--- config.mk ---
export PLATFORM = sky130hd
export DESIGN_NAME = jk_command_encoder
export DESIGN_NICKNAME = d
export VERILOG_FILES = /design/src/rtl/jk_command_encoder.sv
export SDC_FILE = /design/constraint.sdc
export NUM_CORES = 1
export LEC_CHECK = 0
export BUFFER_PORTS_ARGS = -buffer_cell sky130_fd_sc_hd__buf_4
export CORE_ASPECT_RATIO = 1.25
export CORE_UTILIZATION = 45
export CTS_CLUSTER_SIZE = 40
export DETAILED_ROUTE_END_ITERATION = 7
export PLACE_DENSITY = 0.71
export SKIP_CTS_REPAIR_TIMING = 1
export SLEW_MARGIN = 20
export SYNTH_ARGS = -nofsm -noshare
export SYNTH_HDL_FRONTEND = slang
export SYNTH_SLANG_ARGS = --single-unit
--- constraint.sdc ---
create_clock -name clock -period 6.6 [get_ports clock]
set_input_delay 0.33 -clock clock [delete_from_list [all_inputs] [get_ports clock]]
set_output_delay 0.33 -clock clock [all_outputs]
set_load 0.03 [all_outputs]
--- src/rtl/jk_command_encoder.sv ---
// Target-state to J/K command encoder for an external bank of JK flip-flops.
// Tracks a shadow of the bank so each accepted target becomes the minimal set/clear (or toggle) command.
module jk_command_encoder #(
  parameter int                 WIDTH         = 8,
  parameter logic [WIDTH-1:0]   RESET_VALUE   = '0,
  parameter int                 USE_TOGGLE    = 0,
  parameter int                 COUNTER_WIDTH = 16
) (
  input  logic                     clock,
  input  logic                     resetn,
  input  logic                     target_valid,
  output logic                     target_ready,
  input  logic [WIDTH-1:0]         target_state,
  input  logic [WIDTH-1:0]         target_mask,
  input  logic                     sync_valid,
  input  logic [WIDTH-1:0]         sync_state,
  output logic                     command_valid,
  input  logic                     command_ready,
  output logic [WIDTH-1:0]         j,
  output logic [WIDTH-1:0]         k,
  output logic [WIDTH-1:0]         shadow_state,
  output logic [COUNTER_WIDTH-1:0] change_count,
  output logic                     idle
);

  localparam int PC_W  = $clog2(WIDTH + 1);
  localparam int SUM_W = ((COUNTER_WIDTH > PC_W) ? COUNTER_WIDTH : PC_W) + 1;

  function automatic logic [PC_W-1:0] popcount(input logic [WIDTH-1:0] v);
    logic [PC_W-1:0] n;
    n = '0;
    for (int i = 0; i < WIDTH; i++) begin
      n = n + PC_W'(v[i]);
    end
    return n;
  endfunction

  function automatic logic [COUNTER_WIDTH-1:0] sat_add(input logic [COUNTER_WIDTH-1:0] a,
                                                       input logic [PC_W-1:0]          b);
    logic [SUM_W-1:0] sum;
    logic [SUM_W-1:0] lim;
    sum = SUM_W'(a) + SUM_W'(b);
    lim = SUM_W'({COUNTER_WIDTH{1'b1}});
    if (sum > lim) begin
      return {COUNTER_WIDTH{1'b1}};
    end
    return sum[COUNTER_WIDTH-1:0];
  endfunction

  logic                     r_vld_p1;
  logic [WIDTH-1:0]         r_j_p1;
  logic [WIDTH-1:0]         r_k_p1;
  logic [WIDTH-1:0]         r_shadow;
  logic [COUNTER_WIDTH-1:0] r_count;

  logic                     w_ready;
  logic                     w_accept;
  logic [WIDTH-1:0]         w_change_p0;
  logic [WIDTH-1:0]         w_set_p0;
  logic [WIDTH-1:0]         w_clr_p0;
  logic [WIDTH-1:0]         w_j_p0;
  logic [WIDTH-1:0]         w_k_p0;
  logic [WIDTH-1:0]         w_shadow_next;

  // Stage p0: handshake and per-bit encoding against the shadow
  assign w_ready     = !sync_valid && (!r_vld_p1 || command_ready);
  assign w_accept    = target_valid && w_ready;

  assign w_change_p0 = (target_state ^ r_shadow) & ~target_mask;
  assign w_set_p0    = w_change_p0 & target_state;
  assign w_clr_p0    = w_change_p0 & ~target_state;
  assign w_j_p0      = (USE_TOGGLE != 0) ? w_change_p0 : w_set_p0;
  assign w_k_p0      = (USE_TOGGLE != 0) ? w_change_p0 : w_clr_p0;

  assign w_shadow_next = (target_state & ~target_mask) | (r_shadow & target_mask);

  // Shadow advances at accept time so back-to-back targets see the already-issued command
  always_ff @(posedge clock or negedge resetn) begin
    if (!resetn) begin
      r_shadow <= RESET_VALUE;
      r_count  <= '0;
    end else if (sync_valid) begin
      r_shadow <= sync_state;
    end else if (w_accept) begin
      r_shadow <= w_shadow_next;
      r_count  <= sat_add(r_count, popcount(w_j_p0 | w_k_p0));
    end
  end

  // Stage p1: registered command, held until consumed, replaced without a bubble
  always_ff @(posedge clock or negedge resetn) begin
    if (!resetn) begin
      r_vld_p1 <= 1'b0;
      r_j_p1   <= '0;
      r_k_p1   <= '0;
    end else if (w_accept) begin
      r_vld_p1 <= 1'b1;
      r_j_p1   <= w_j_p0;
      r_k_p1   <= w_k_p0;
    end else if (command_ready) begin
      r_vld_p1 <= 1'b0;
      r_j_p1   <= '0;
      r_k_p1   <= '0;
    end
  end

  assign target_ready  = w_ready;
  assign command_valid = r_vld_p1;
  assign j             = r_j_p1;
  assign k             = r_k_p1;
  assign shadow_state  = r_shadow;
  assign change_count  = r_count;
  assign idle          = !r_vld_p1 && !target_valid;

endmodule

* Yosys cells after proc, flatten, opt, wreduce, memory -nomap -nowiden *
Cells that the tools add are included.

word-level totals
  flip-flop bits (word level) = 41
  bits in latches = 0
  RAM bits = 0
  memory bits (read-only) = 0
  input bits = 29
  output and inout port bits = 43
  word-level logic and storage cells = 47
  memories kept = 0

cells by class
  add/subtract/negate cells = 8
  $mul = 0
  div/mod/pow operators = 0
  magnitude comparators = 1
  eq/ne operators = 0
  shifts and indexed selects = 0
  multiplexer cells = 12
  bitwise operators = 11
  reduce and logical (&&, ||, !) cells = 10

operators with widths
  kind                                                                                number
  8-bit AND                                                                           5
  8-bit 2-to-1 mux                                                                    5
  16-bit 2-to-1 mux                                                                   2
  16-bit by 4-bit adder with 17-bit output                                            1
  17-bit by 16-bit greater-than comparator with 1-bit output (second input constant)  1
  4-bit by 1-bit adder with 4-bit output                                              4
  8-bit NOT                                                                           2
  8-bit OR                                                                            2
  8-bit bitwise XOR                                                                   1
  1-bit 2-to-1 mux                                                                    5
  3-bit by 1-bit adder with 4-bit output                                              1
  2-bit nonzero test                                                                  2
  2-bit by 1-bit adder with 3-bit output                                              1
  1-bit logical AND                                                                   3
  1-bit zero test                                                                     3
  1-bit by 1-bit adder with 2-bit output                                              1
  2-bit AND reduction                                                                 1
  1-bit logical OR                                                                    1
  1-bit NOT                                                                           1

* Longest topological paths before layout *
Gate-level depths: netlist of the first run.

  depth after elaboration = 17
  depth in mapped cells = 14
  mapped depth without buffers = 14

* Worst setup path before layout of the first run *
No wires, ideal clock.

  kind = register -> register
  start point = register with a tool-made name
  end point = register r_count[14], in the netlist change_count[14]
  setup time = 0.128 ns
  data arrival time = 4.009 ns
  required time = 6.472 ns
  path slack = 2.463 ns
  stages on the path, launching flop included = 15
  buffers on the path = 0
  clock period less this slack = 4.137 ns
  cells stage by stage = dfrtp_1 > xnor2_1 > nor2_1 > fa_1 > fa_1 > inv_1 > fa_1 > inv_1 > fa_1 > inv_1 > fa_1 > nand2b_1 > a21o_1 > nor4_1 > mux2_1

RTL lines
  what                  RTL line  source
  to (signal assigned)  86        r_count <= sat_add(r_count, popcount(w_j_p0 | w_k_p0));
  to (decl)             54        logic [COUNTER_WIDTH-1:0] r_count;

==> qor.yml, run 1 <==
sta:
  tightest_slew_ns: 0.7778
  grt_setup_unrepaired: "false"
  worst_slack_ns: 2.307
  setup_tns_ns: 0
  finalSetupViolations: 0
  slew_viol_final: 0
  slew_headroom_pct: 48.15
  fin_crit_ns: 4.293
  finClkSkew_ns: 0.006765
  max_clock_freq_mhz: 232.9
  period_share_pct: 65.04
  finalHoldViolations: 0
  hold-worst-slack_ns: 0.0002874
critical_path:
  critPathMostFrequentCell: "fa_1"
  rr_worst_depth: 12
  crit_type: "flop to flop"
  reg2reg_slack_ns: 2.31
  critPathSlowestCell: "a21oi_1"
  worstPathCellList: "xnor2_1, nor2_1, fa_1, fa_1, inv_1, fa_1, inv_1, fa_1, a211o_1, a21oi_1, nor4_1, mux2_1"
  timing.rr.end: "change_count[15]$_DFFE_PN0P_"
  cp.arrival_ns: 4.48
  required_ns: 6.79
  end_kind: "flop"
  slowest_delay_ns: 0.62
  crit_fanout: 11
  cp-start-kind: "flop"
clock_network:
  insertion_delay_ns: 0.30
  cts_sinks: 41
  cts_max_level: 2
  root_buffer: "clkbuf_8"
  cts_buffers: 5
  cts_tree: "done"
  clockBufferDepth: 2
  path_clk_slew_ns: 0.08
synthesis:
  synthesis.instances: 241
  ys_seq_elements: 41
  yosys_warnings: 0
  synth.distinct_cells: 41
  synth_top_area_share_pct: 43.11
  synth_area_per_cell_sq_um: 9.875
  synth_area_leaders: "dfrtp_1 (43%), fa_1 (4.2%), nand3b_1 (3.5%)"
  ys_seq_area_share_pct: 43.11
  syn_area_sq_um: 2380
  yosysTopAreaCell: "dfrtp_1"
  synthesis.nets: 281
floorplanning:
  row_count: 29
  die_h_um: 83.31
  core-area_sq_um: 5080
  die_area_sq_um: 5585
  dieWidth_um: 67.05
  start_util_pct: 46.85
  io_pins: 72
global_routing:
  overflow: 0
  grt_max_degree: 42
  track_usage_pct: 21.38
  grt_pass1_wl_um: 8942
  grt_pass1_vias: 1964
  antenna_found_initial: 0
final_layout:
  diodes: 0
  layout_common_cells: "buf_4 (72), dfrtp_1 (41), nor2_1 (18)"
  fillerInstances: 467
  multi_input_area_sq_um: 1235
  instances_no_fill: 371
  synthToLayoutAreaGrowth_pct: 28.08
  layout-drive-gt1-share_pct: 29.45
  finalNetCount: 348
  ff_latch_area_sq_um: 1026
  final_common_cell: "buf_4"
min_path:
  hold_path.class: "primary input to async pin"
placement:
  port_buffers: 71
  dp_cells: 363
  dp_hpwl_um: 3931
  place_congestion: 0.7707
  dp_slack_ns: 2.284
drt:
  first_pass_iters: 4
  wl_per_cell_um: 14.91
  wirelength_um: 5533
  vias: 2026
  drt-initial-drc-count: 106
  drc: 0
  post_drt_via_cell_ratio: 5.461
  antenna_left: 0
power_and_ir_drop:
  peakVddDrop_uv: 140.9
  p_per_area_nw_per_um2: 295.0
  p_leak_nw: 1.446
status:
  run_status: "completed"
flow_run:
  cap_violations: 0
## cell families (layout without fill, tap and decap cells)
| group | after synthesis | count (layout) | share of synthesized area, % |
|---|---|---|---|
| AND/OR/NAND/NOR | 95 | 95 | 22.13 |
| AO/OA/AOI/OAI | 46 | 46 | 13.46 |
| flip-flops | 41 | 41 | 43.11 |
| buffers and inverters | 26 | 94 | 4.994 |
| multiplexers | 12 | 12 | 5.258 |
| adder cells (fa/ha/maj) | 11 | 11 | 7.361 |
| XOR/XNOR | 10 | 10 | 3.680 |
## layer usage
| layer | track usage (%) | vias up | part of all wire (%) | wire [um] |
|---|---|---|---|---|
| li1 | - | 997 | - | - |
| met1 | 25.82 | 968 | 42 | 2318 |
| met2 | 35.36 | 52 | 52 | 2851 |
| met3 | 6.181 | 9 | 5.1 | 283 |
| met4 | 7.350 | 0 | 1.4 | 79 |
| met5 | 0 | - | 0 | 0 |
## synth_stat cells
cell and n:
a21o_1 1, nand3b_1 11, or4_1 6, or2_4 1
inv_1 14, fa_1 5, o41ai_2 1, nand4b_1 1
and4_1 1, a31oi_1 1, o21a_1 1, o211ai_1 1
a31o_2 5, a211o_1 1, mux2_1 2, nand3_1 13
a21oi_1 7, nor4_1 2, a211oi_1 1, o31ai_1 6
mux2i_1 8, clkbuf_1 4, dfrtp_1 41, buf_6 2
nor2_1 18, buf_1 1, nand2b_4 1, nand2b_1 5
o41ai_1 8, ha_1 6, buf_2 5, nor2b_2 1
nand2_1 16, o21ai_0 13, xor2_1 4, nor3b_1 5
nor3_1 9, nand4_1 4, xnor2_1 6, mux2_2 2
or2_2 1
## how the worst max path moves through the flow
stage | startpoint | end | slack (ns) | cells after the start
global placement | target_state[0] | change_count[15]$_DFFE_PN0P_ | 2.37 | 13
CTS | flop | change_count[15]$_DFFE_PN0P_ | 2.30 | 12
global route | flop | change_count[14]$_DFFE_PN0P_ | 2.14 | 14
detailed placement | target_state[0] | change_count[15]$_DFFE_PN0P_ | 2.28 | 13
floorplan | flop | change_count[14]$_DFFE_PN0P_ | 2.46 | 14
finish | flop | change_count[15]$_DFFE_PN0P_ | 2.31 | 12
## per-stage QoR
step / cell area [sq um] / utilization (%) / total power [mW]
floorplan: 2380 / - / 0.5699
global placement: 2932 / 57.71 / 0.6825
detailed placement: 2932 / 57.71 / 0.6902
CTS: 3048 / 60.00 / 0.9078
global route: 3048 / 60.00 / 0.9656
finish: 3048 / 60.00 / 0.8990
## final cells by class
cell class,instances,area share (%)
multi-input cells,174,40.52
flip-flops and latches,41,33.66
repair buffers,72,17.73
clock buffers,7,2.833
well taps,62,2.545
inverters,14,1.724
clock inverters,1,0.9852
## critical path, delay by kind of cell (launching register included)
family	cells	cell delay (ns)
adder cells (fa/ha/maj)	4	1.99
AO/OA/AOI/OAI	2	0.91
flip-flops	1	0.42
multiplexers	1	0.34
AND/OR/NAND/NOR	2	0.28
XOR/XNOR	1	0.13
buffers and inverters	2	0.10
## power breakdown
part,switching [mW],total [mW],internal (mW)
sequential,0.0322,0.310,0.278
combinational,0.226,0.375,0.149
clock,0.0901,0.214,0.123
total,0.348,0.899,0.551
Power figures use the tool's default switching activity.
==> run 2, diff against run 1 <==
==> constraint.sdc (replaced) <==
create_clock -name clock -period 4.5 [get_ports clock]
set_input_delay 0.225 -clock clock [delete_from_list [all_inputs] [get_ports clock]]
set_output_delay 0.225 -clock clock [all_outputs]
set_load 0.03 [all_outputs]
==> qor.yml, run 2 (synthesis gave the netlist of run 1 again) <==
clock_network:
  root_buffer: "clkbuf_8"
  cts_sinks: 41
  insertion_delay_ns: 0.30
  clockBufferDepth: 2
  path_clk_slew_ns: 0.08
  cts_max_level: 2
  cts_tree: "done"
  cts_buffers: 5
final_layout:
  finalNetCount: 350
  fillerInstances: 476
  post-route-util_pct: 60.17
  final_common_cell: "buf_4"
  layout-drive-gt1-share_pct: 30.23
  synthToLayoutAreaGrowth_pct: 28.44
  diodes: 0
  layout_common_cells: "buf_4 (73), dfrtp_1 (41), nor2_1 (18)"
drt:
  first_pass_iters: 4
  post_drt_via_cell_ratio: 5.520
  vias: 2059
  wirelength_um: 5632
  drt-initial-drc-count: 109
  antenna_left: 0
  wl_per_cell_um: 15.10
  drc: 0
floorplanning:
  die_h_um: 83.31
  die_area_sq_um: 5585
  row_count: 29
  start_util_pct: 46.85
  dieWidth_um: 67.05
  core-area_sq_um: 5080
  io_pins: 72
critical_path:
  required_ns: 4.69
  critPathSlowestCell: "fa_1"
  cp-start-kind: "flop"
  crit_type: "flop to flop"
  cp.arrival_ns: 4.38
  worstPathCellList: "xnor2_1, nor2_1, fa_1, fa_1, inv_1, fa_1, inv_1, fa_1, inv_1, fa_1, nand2b_1, a21o_1, nor4_2, mux2_1"
  critPathMostFrequentCell: "fa_1"
  crit_fanout: 8
  end_kind: "flop"
  slowest_delay_ns: 0.55
sta:
  fin_crit_ns: 4.196
  setup_tns_ns: 0
  period_share_pct: 93.23
  tightest_slew_ns: 0.5381
  finClkSkew_ns: 0.004990
  grt_setup_unrepaired: "false"
  finalHoldViolations: 0
  slew_headroom_pct: 64.13
  hold-worst-slack_ns: 0.1206
  slew_viol_final: 0
  finalSetupViolations: 0
  worst_slack_ns: 0.3045
  max_clock_freq_mhz: 238.4
power_and_ir_drop:
  p_per_area_nw_per_um2: 421.1
  seqPwrFrac_pct: 35.4
  p_total_mw: 1.287
  sw_frac_of_total_pct: 39.91
  power.internal_mw: 0.7736
  peakVddDrop_uv: 293.9
  p_leak_nw: 1.451
  combPwrFrac_pct: 43.7
  p_sw_mw: 0.5137
  clockPowerShare_pct: 20.8
min_path:
  hold_path.class: "primary input to flop"
  hold_start: "target_mask[3]"
global_routing:
  overflow: 0
  grt_max_degree: 42
  grt_pass1_wl_um: 9273
  track_usage_pct: 22.04
  grt_pass1_vias: 1977
  antenna_found_initial: 0
placement:
  port_buffers: 71
  place_congestion: 0.7994
  dp_hpwl_um: 4027
  dp_slack_ns: 0.2810
flow_run:
  cap_violations: 0
status:
  run_status: "completed"
==> run 2: final cells by class <==
cell class / instances / area [sq um] / area share, %
inverter: 14 / 52.55 / 1.719
tap: 62 / 77.57 / 2.538
clock buffer: 7 / 96.34 / 3.152
sequential: 41 / 1026 / 33.57
multi-input combinational: 174 / 1241 / 40.61
clock inverter: 1 / 5.005 / 0.1637
timing repair buffer: 74 / 558.0 / 18.26
==> run 2: critical path, delay by kind of cell, from the launching register on <==
family | cells | cell delay, ns
compound gates | 1 | 0.25
xor+xnor | 1 | 0.14
fa+ha+maj | 5 | 2.08
buf+inv | 3 | 0.21
flops | 1 | 0.42
mux | 1 | 0.34
simple gates | 3 | 0.64
==> run 2: path summary, 6_finish.rpt <==
path / slack [ns] / cells after the start / end
worst max-delay path: 0.30 / 14 / change_count[14]$_DFFE_PN0P_
worst min-delay path: 0.12 / 2 / k[3]$_DFFE_PN0P_
worst max register to register: 0.30 / 14 / change_count[14]$_DFFE_PN0P_
worst min register to register: 0.52 / 2 / j[7]$_DFFE_PN0P_
max in group asynchronous: 3.68 / 2 / change_count[0]$_DFFE_PN0P_
min in group asynchronous: 0.44 / 2 / change_count[14]$_DFFE_PN0P_
==> run 2: power groups by stage <==
| stage | clock (mW) | combinational (mW) | sequential [mW] |
|---|---|---|---|
| after floorplan | 0 | 0.305 | 0.531 |
| after global placement | 0 | 0.550 | 0.462 |
| after detailed placement | 0 | 0.561 | 0.464 |
| after CTS | 0.275 | 0.568 | 0.458 |
| after global routing | 0.290 | 0.627 | 0.464 |
| final | 0.268 | 0.563 | 0.456 |
==> run 2: metal layers <==
metal / up-vias / part of all wire, % / track usage, %
met5: - / 0 / 0
met4: 0 / 2.0 / 8.704
met3: 10 / 5.8 / 5.907
met2: 60 / 52 / 34.91
met1: 984 / 41 / 27.95
li1: 1005 / - / -
==> run 2: per-stage QoR <==
step | cell area, sq um | instances
after floorplan | 2380 | 241
after global placement | 2939 | 364
after detailed placement | 2939 | 364
after CTS | 3040 | 372
after global routing | 3057 | 373
final | 3057 | 373
==> run 3, diff against run 2 <==
--- a/config.mk
+++ b/config.mk
@@ -5,12 +5,11 @@
 export SDC_FILE = /design/constraint.sdc
 export NUM_CORES = 1
 export LEC_CHECK = 0
-export BUFFER_PORTS_ARGS = -buffer_cell sky130_fd_sc_hd__buf_4
 export CORE_ASPECT_RATIO = 1.25
 export CORE_UTILIZATION = 45
 export CTS_CLUSTER_SIZE = 40
 export DETAILED_ROUTE_END_ITERATION = 7
-export PLACE_DENSITY = 0.71
+export DONT_BUFFER_PORTS = 1
 export SKIP_CTS_REPAIR_TIMING = 1
 export SLEW_MARGIN = 20
 export SYNTH_ARGS = -nofsm -noshare
==> qor.yml, run 3 (synthesis gave the netlist of run 1 again) <==
sta:
  period_share_pct: 93.37
  worst_slack_ns: 0.2982
  max_clock_freq_mhz: 238.0
  grt_setup_unrepaired: "false"
  finalHoldViolations: 0
  slew_headroom_pct: 62.55
  finClkSkew_ns: 0.004631
  setup_tns_ns: 0
  finalSetupViolations: 0
  fin_crit_ns: 4.202
  tightest_slew_ns: 0.5593
  slew_viol_final: 0
flow_run:
  cap_violations: 0
min_path:
  hold_path.class: "primary input to flop"
drt:
  first_pass_iters: 4
  drc: 0
  wl_per_cell_um: 17.39
  antenna_left: 0
  drt-initial-drc-count: 89
  post_drt_via_cell_ratio: 5.869
  wirelength_um: 5322
  vias: 1796
power_and_ir_drop:
  p_leak_nw: 1.118
  clockPowerShare_pct: 22.4
  power.internal_mw: 0.7107
  sw_frac_of_total_pct: 40.21
  peakVddDrop_uv: 193.4
  combPwrFrac_pct: 32.8
  p_per_area_nw_per_um2: 462.5
  seqPwrFrac_pct: 44.8
  p_sw_mw: 0.4780
placement:
  dp_slack_ns: 0.3330
  dp_cells: 295
  dp_hpwl_um: 3780
  port_buffers: 0
  place_congestion: 0.8107
clock_network:
  cts_buffers: 5
  path_clk_slew_ns: 0.08
  insertion_delay_ns: 0.29
  root_buffer: "clkbuf_8"
  cts_sinks: 41
  clockBufferDepth: 2
  cts_max_level: 2
  cts_tree: "done"
critical_path:
  crit_type: "flop to flop"
  worstPathCellList: "xnor2_1, nor2_1, fa_1, fa_1, inv_1, fa_1, inv_1, fa_1, inv_1, fa_1, nand2b_1, a21o_1, nor4_1, mux2_1"
  required_ns: 4.67
  cp.arrival_ns: 4.38
  crit_buf_inv: 3
  cp-start-kind: "flop"
  critPathSlowestCell: "fa_1"
  critPathMostFrequentCell: "fa_1"
  slowest_delay_ns: 0.54
  end_kind: "flop"
  crit_fanout: 8
  crit_family: "adder cells"
final_layout:
  finalNetCount: 283
  instances_no_fill: 306
  final_common_cell: "dfrtp_1"
  layout_common_cells: "dfrtp_1 (41), nor2_1 (18), nand2_1 (16)"
  ff_latch_area_sq_um: 1026
  fillerInstances: 473
  multi_input_area_sq_um: 1235
  diodes: 0
  layout-drive-gt1-share_pct: 10.25
  synthToLayoutAreaGrowth_pct: 7.991
global_routing:
  grt_pass1_wl_um: 8583
  track_usage_pct: 20.67
  grt_max_degree: 42
  overflow: 0
  antenna_found_initial: 0
  grt_pass1_vias: 1776
floorplanning:
  core-area_sq_um: 5080
  dieWidth_um: 67.05
  die_h_um: 83.31
  start_util_pct: 46.85
  row_count: 29
  io_pins: 72
  die_area_sq_um: 5585
status:
  run_status: "completed"
[run 3: changes by cell type in the layout (fill, tap and decap cells not counted), sizes merged]
cell and change:
dlygate4sd3 +1, buf -68
[run 3: metrics by stage]
step	total power, mW	hold WS, ns	instance area (sq um)	util, %
2_1_floorplan	0.8359	-0.07059	2380	-
3_3_place_gp	0.9218	-0.06914	2421	47.66
3_5_place_dp	0.9262	-0.06959	2421	47.66
4_1_cts	1.197	-0.3914	2522	49.66
5_1_grt	1.282	0.0003824	2570	50.59
6_report	1.189	0.02264	2570	50.59
[run 3: power by group through the flow]
stage | registers, mW | logic, mW | clock network (mW)
2_1_floorplan | 0.531 | 0.305 | 0
3_3_place_gp | 0.542 | 0.380 | 0
3_5_place_dp | 0.542 | 0.384 | 0
4_1_cts | 0.534 | 0.386 | 0.276
5_1_grt | 0.540 | 0.449 | 0.293
6_report | 0.533 | 0.390 | 0.266
[run 3: path summary, 6_finish.rpt]
check	startpoint	endpoint	slack, ns	cells past startpoint
worst max-delay path	flop	change_count[14]$_DFFE_PN0P_	0.30	14
min in group asynchronous	resetn	change_count[8]$_DFFE_PN0P_	0.43	2
worst max register to register	flop	change_count[14]$_DFFE_PN0P_	0.30	14
worst min-delay path	target_mask[3]	k[3]$_DFFE_PN0P_	0.02	1
max in group asynchronous	resetn	async pin	3.86	2
worst min register to register	j[7]$_DFFE_PN0P_	j[7]$_DFFE_PN0P_	0.71	2
[run 3: layout make-up]
| cell class | instances | area share (%) |
|---|---|---|
| Sequential cell | 41 | 39.92 |
| Timing Repair Buffer | 7 | 3.019 |
| Clock inverter | 1 | 0.1947 |
| Clock buffer | 7 | 3.749 |
| Tap cell | 62 | 3.019 |
| Inverter | 14 | 2.045 |
| Multi-Input combinational cell | 174 | 48.05 |
[run 3: layer usage]
metal / GRT usage (%) / wire length [um] / vias up
met2: 33.09 / 2718 / 56
met4: 7.544 / 78 / 0
met5: 0 / 0 / -
met3: 7.143 / 301 / 7
met1: 25.04 / 2223 / 865
li1: - / - / 868
